**src/rtl/lsu.sv**
```systemverilog
// Load/store unit: accepts one pipeline request, runs one memory-port access, then holds the response.
// Optional misalignment/size fault detection is built in when LSU_FAULT_EN is defined.
module lsu #(
    parameter int WORD_SIZE = 32,
    parameter int ADDR_SIZE = 32
) (
    input  logic                 clk,
    input  logic                 rst_n,
    input  logic                 req_valid,
    output logic                 req_ready,
    input  logic                 req_write,
    input  logic [ADDR_SIZE-1:0] req_addr,
    input  logic [WORD_SIZE-1:0] req_wdata,
    input  logic [1:0]           req_size,
    input  logic                 req_unsigned,
    output logic                 resp_valid,
    input  logic                 resp_ready,
    output logic [WORD_SIZE-1:0] resp_rdata,
    output logic                 resp_fault,
    output logic                 mem_en_write,
    output logic                 mem_en_read,
    output logic [ADDR_SIZE-1:0] mem_addr,
    output logic [WORD_SIZE-1:0] mem_din,
    output logic [1:0]           mem_size,
    output logic                 mem_unsigned,
    input  logic [WORD_SIZE-1:0] mem_dout,
    output logic [1:0]           dbg_state
);

    // Handshake: a request transfers on a rising edge where req_valid && req_ready;
    // a response transfers on a rising edge where resp_valid && resp_ready.
    typedef enum logic [1:0] {
        IDLE   = 2'd0,
        ACCESS = 2'd1,
        RESP   = 2'd2
    } state_t;

    state_t                 state, state_next;
    logic                   r_write;
    logic [ADDR_SIZE-1:0]   r_addr;
    logic [WORD_SIZE-1:0]   r_wdata;
    logic [1:0]             r_size;
    logic                   r_unsigned;
    logic                   r_fault;
    logic [WORD_SIZE-1:0]   r_rdata;
    logic                   r_captured;

    logic                   accept;
    logic                   req_fault;
    logic [1:0]             eff_size;
    logic [ADDR_SIZE-1:0]   eff_addr;
    logic [WORD_SIZE-1:0]   lane_data;

    assign accept    = req_valid && (state == IDLE);
    assign dbg_state = state;

`ifdef LSU_FAULT_EN
    always_comb begin
        req_fault = (req_size == 2'b11)
                 || (req_size == 2'b01 && req_addr[0])
                 || (req_size == 2'b10 && req_addr[1:0] != 2'b00);
    end

    assign eff_size = r_size;
    assign eff_addr = r_addr;
`else
    assign req_fault = 1'b0;

    // Without fault detection, size 11 acts as a word and the address is aligned down.
    always_comb begin
        eff_size = (r_size == 2'b11) ? 2'b10 : r_size;
        eff_addr = r_addr;
        if (eff_size == 2'b01) begin
            eff_addr[0] = 1'b0;
        end else if (eff_size == 2'b10) begin
            eff_addr[1:0] = 2'b00;
        end
    end
`endif

    always_comb begin
        lane_data = r_wdata;
        if (eff_size == 2'b00) begin
            lane_data = {{(WORD_SIZE-8){1'b0}}, r_wdata[7:0]} << {eff_addr[1:0], 3'b000};
        end else if (eff_size == 2'b01) begin
            lane_data = {{(WORD_SIZE-16){1'b0}}, r_wdata[15:0]} << {eff_addr[1], 4'b0000};
        end
    end

    always_ff @(posedge clk or negedge rst_n) begin
        if (!rst_n) begin
            state      <= IDLE;
            r_write    <= 1'b0;
            r_addr     <= '0;
            r_wdata    <= '0;
            r_size     <= 2'b00;
            r_unsigned <= 1'b0;
            r_fault    <= 1'b0;
            r_rdata    <= '0;
            r_captured <= 1'b0;
        end else begin
            state <= state_next;
            if (accept) begin
                r_write    <= req_write;
                r_addr     <= req_addr;
                r_wdata    <= req_wdata;
                r_size     <= req_size;
                r_unsigned <= req_unsigned;
                r_fault    <= req_fault;
                r_captured <= 1'b0;
            end
            // mem_dout is only guaranteed in the first RESP cycle; keep it for backpressure.
            if (state == RESP && !r_captured) begin
                r_rdata    <= mem_dout;
                r_captured <= 1'b1;
            end
        end
    end

    always_comb begin
        state_next   = state;
        req_ready    = 1'b0;
        resp_valid   = 1'b0;
        resp_rdata   = '0;
        resp_fault   = 1'b0;
        mem_en_write = 1'b0;
        mem_en_read  = 1'b0;
        mem_addr     = '0;
        mem_din      = '0;
        mem_size     = 2'b00;
        mem_unsigned = 1'b0;
        case (state)
            IDLE: begin
                req_ready = 1'b1;
                if (req_valid) begin
                    state_next = req_fault ? RESP : ACCESS;
                end
            end
            ACCESS: begin
                mem_addr     = eff_addr;
                mem_din      = lane_data;
                mem_size     = eff_size;
                mem_unsigned = r_unsigned;
                mem_en_write = r_write;
                mem_en_read  = !r_write;
                state_next   = RESP;
            end
            RESP: begin
                mem_addr     = eff_addr;
                mem_din      = lane_data;
                mem_size     = eff_size;
                mem_unsigned = r_unsigned;
                resp_valid   = 1'b1;
                resp_fault   = r_fault;
                if (!r_write && !r_fault) begin
                    resp_rdata = r_captured ? r_rdata : mem_dout;
                end
                if (resp_ready) begin
                    state_next = IDLE;
                end
            end
            default: state_next = IDLE;
        endcase
    end

endmodule

```
**config.mk**
```make
export PLATFORM = sky130hd
export DESIGN_NAME = lsu
export DESIGN_NICKNAME = d
export VERILOG_FILES = /design/src/rtl/lsu.sv
export SDC_FILE = /design/constraint.sdc
export NUM_CORES = 1
export LEC_CHECK = 0
export CORE_MARGIN = 2
export CORE_UTILIZATION = 45
export CTS_BUF_LIST = sky130_fd_sc_hd__clkbuf_4 sky130_fd_sc_hd__clkbuf_8 sky130_fd_sc_hd__clkbuf_16
export DETAILED_ROUTE_END_ITERATION = 16
export PLACE_DENSITY = 0.91
export REMOVE_ABC_BUFFERS = 1
export SYNTH_ARGS = -nofsm -noshare
export SYNTH_HDL_FRONTEND = slang
export SYNTH_SLANG_ARGS = --single-unit
```
**constraint.sdc**
```tcl
create_clock -name clk -period 4.4 [get_ports clk]
set_clock_uncertainty 0.1 [all_clocks]
set_input_delay 0.66 -clock clk [delete_from_list [all_inputs] [get_ports clk]]
set_output_delay 0.66 -clock clk [all_outputs]
set_load 0.05 [all_outputs]
```
==> impl_metrics.csv <==
group,metric,value,unit
cts,clock_latency,0.33,ns
timing,slew_headroom,22.96,%
detailed_routing,vias,4245,
die,fp-row-count,40,
detailed_routing,wire_per_inst,17.71,µm
critical_path,critPathSlowestCell,"dfrtp_1",
place,dpl.hpwl,10130,µm
critical_path,worst_path_largest_cell_delay,1.01,ns
detailed_routing,drt_iter0_markers,290,
timing,finalHoldViolations,0,
critical_path,crit_family,"buffers and inverters",
critical_path,arrival,3.00,ns
global_routing,overflow,0,
critical_path,crit_fanout,32,
timing,fin_crit_sh,85.44,%
detailed_routing,avgViaCountPerCell,5.340,
cts,numCtsBuffers,9,
layout,diodes,0,
critical_path,endpoint_kind,"output port",
status,status,"completed",
cts,ctsResizeCount,0,
detailed_routing,routed_wl,14080,µm
critical_path,cp_cell_sequence,"inv_1, o21ai_0, nor3_1, clkdlybuf4s50_1",
layout,area_growth_syn_to_layout,43.57,%
timing,grt_setup_unrepaired,"no",
layout,multi_input_area,2623,µm²
timing,drv_slew,0,
logic_synthesis,synthCells,457,
die,die_y,113.9,µm
detailed_routing,drc_errors,0,
logic_synthesis,yosysUniqueCellTypes,34,
worst_hold_path,hp-class,"primary input to async pin",
logic_synthesis,synth-seq-area-share,47.44,%
cts,hold_buffers,0,
critical_path,path_depth,4,
layout,nets,751,
critical_path,path_buf_inv,2,
die,die_area,12970,µm²
layout,seq_area,2579,µm²
place,finalWeightedCongestion,0.8365,
critical_path,cp-start-kind,"flop",
die,die_w,113.9,µm
critical_path,required,3.64,ns
detailed_routing,dr.pass1.iters,4,
critical_path,reg2reg_depth,2,
timing,finalSetupViolations,0,
layout,nFillCells,901,
global_routing,grt_pass1_vias,4436,
cts,cts_tree,"built",
place,portBuffers,208,
global_routing,grt.total_usage,22.18,%
logic_synthesis,syn_area_per_cell,11.89,µm²
die,start_util,45.61,%
flow_run,maxCapViolCount,0,
timing,worstMarginPinSlew,1.156,ns
cts,clockBufferDepth,2,
critical_path,critPathKind,"flop to output port",
die,fp.coreArea,11910,µm²
logic_synthesis,syn_area,5433,µm²
logic_synthesis,yosys_warnings,0,
timing,fin_setup_tns,0,ns
cts,clk_pin_slew,0.07,ns
logic_synthesis,ys_seq_elements,103,
global_routing,grt_max_degree,74,
global_routing,grt_pass1_wl,22770,µm
cts,cts_setup_buffers,0,
layout,drive_gt1_share,19.60,%
die,io_pins,210,
global_routing,antenna_found_initial,0,
cts,clock_sinks,103,
timing,max_freq,266.0,MHz
detailed_routing,drtAntennaViolNets,0,
cts,htree_levels,3,
cts,root_buffer,"clkbuf_16",
timing,period_minus_slack,3.759,ns
## metrics by stage
step | instances | util (%) | hold slack [ns] | cell area (µm²) | setup WS (ns)
global route | 795 | 65.48 | 0.4199 | 7800 | 0.3830
global placement | 779 | 63.09 | 0.3788 | 7515 | 1.078
detailed placement | 779 | 63.09 | 0.3861 | 7515 | 0.9888
finish | 795 | 65.48 | 0.3439 | 7800 | 0.6407
CTS | 795 | 65.48 | 0.3889 | 7800 | 0.6226
floorplan | 422 | - | 0.2644 | 5215 | 0.7120
## cells in the mapped netlist (all sizes together)
| cell | n | share of area (%) |
|---|---|---|
| a211oi | 7 | 0.97 |
| a21boi | 1 | 0.14 |
| a21oi | 24 | 2.2 |
| a32oi | 2 | 0.32 |
| and2 | 36 | 4.1 |
| and3 | 1 | 0.12 |
| and3b | 7 | 1.1 |
| buf | 25 | 3.3 |
| clkbuf | 10 | 0.71 |
| conb | 1 | 0.069 |
| dfrtp | 103 | 47 |
| ha | 4 | 0.92 |
| inv | 6 | 0.41 |
| mux2 | 101 | 23 |
| mux2i | 32 | 5.9 |
| nand2 | 19 | 1.3 |
| nand2b | 3 | 0.48 |
| nand4 | 1 | 0.12 |
| nor2 | 32 | 2.2 |
| nor2b | 6 | 0.69 |
| nor3 | 8 | 0.74 |
| nor3b | 1 | 0.35 |
| o211ai | 7 | 0.97 |
| o21a | 1 | 0.14 |
| o21ai | 17 | 1.8 |
| o31ai | 1 | 0.39 |
| or2 | 1 | 0.12 |
## cells in the final DEF (no fill, tap or decap), types with 2 or more instances in the layout
cell type	instances
a211oi_1	7
a21oi_1	24
a32oi_1	2
and2_1	36
and3b_1	7
buf_4	2
clkbuf_16	9
clkbuf_8	2
clkdlybuf4s50_1	207
clkinv_2	2
clkinvlp_4	3
dfrtp_1	102
ha_1	4
inv_1	6
mux2_2	72
mux2_4	29
mux2i_1	32
nand2_1	18
nand2b_1	2
nor2_1	32
nor2b_1	6
nor3_1	8
o211ai_1	7
o21ai_0	16
## cells by family (layout without fill, tap and decap cells)
| family | count (synthesis) | after routing | synth area share [%] |
|---|---|---|---|
| compound gates | 60 | 60 | 6.910 |
| fa+ha+maj | 4 | 4 | 0.9213 |
| buf+inv | 41 | 232 | 4.422 |
| flops | 103 | 103 | 47.44 |
| mux | 133 | 133 | 28.83 |
| other cells | 1 | 1 | 0.06903 |
| simple gates | 115 | 115 | 11.40 |
## worst register-to-register path: cells and delay by family (launching register included)
family        cells  cell delay [ns]
flops             1             0.99
mux               1             0.43
simple gates      1             0.70
## registers in the layout (all words and copies together), names as in the netlist
name / count
r_rdata: 32
r_write: 1
r_unsigned: 1
dbg_state: 2
r_size: 2
r_wdata: 32
r_addr: 32
r_captured: 1
## cell type report
type	instances	share of cell area, %
Multi-Input combinational cell	313	33.62
Tap cell	147	2.358
Clock inverter	5	0.4171
Clock buffer	11	3.240
Inverter	6	0.2887
Sequential cell	103	33.06
Timing Repair Buffer	210	27.01
## routing by layer
metal	vias up	global-route usage, %	wire length [µm]
met5	-	0	0
met4	0	7.480	236
met3	20	4.888	1067
met2	204	37.49	6958
met1	2061	28.37	5812
li1	1960	-	-
## path summary, 6_finish.rpt
path | from | to | slack, ns
worst min register to register | r_addr[22] | r_addr[22] | 0.40
min in group clk | r_addr[22] | r_addr[22] | 0.40
max in group asynchronous | rst_n | r_addr[6] | 2.88
worst max register to register | r_captured | r_rdata[0] | 2.08
worst min-delay path | rst_n | r_rdata[30] | 0.34
worst max-delay path | r_size[1] | mem_din[27] | 0.64
Power is left out: the tool's default activity adds up to more than one toggle a clock period on the data nets, which glitch-free logic cannot reach.
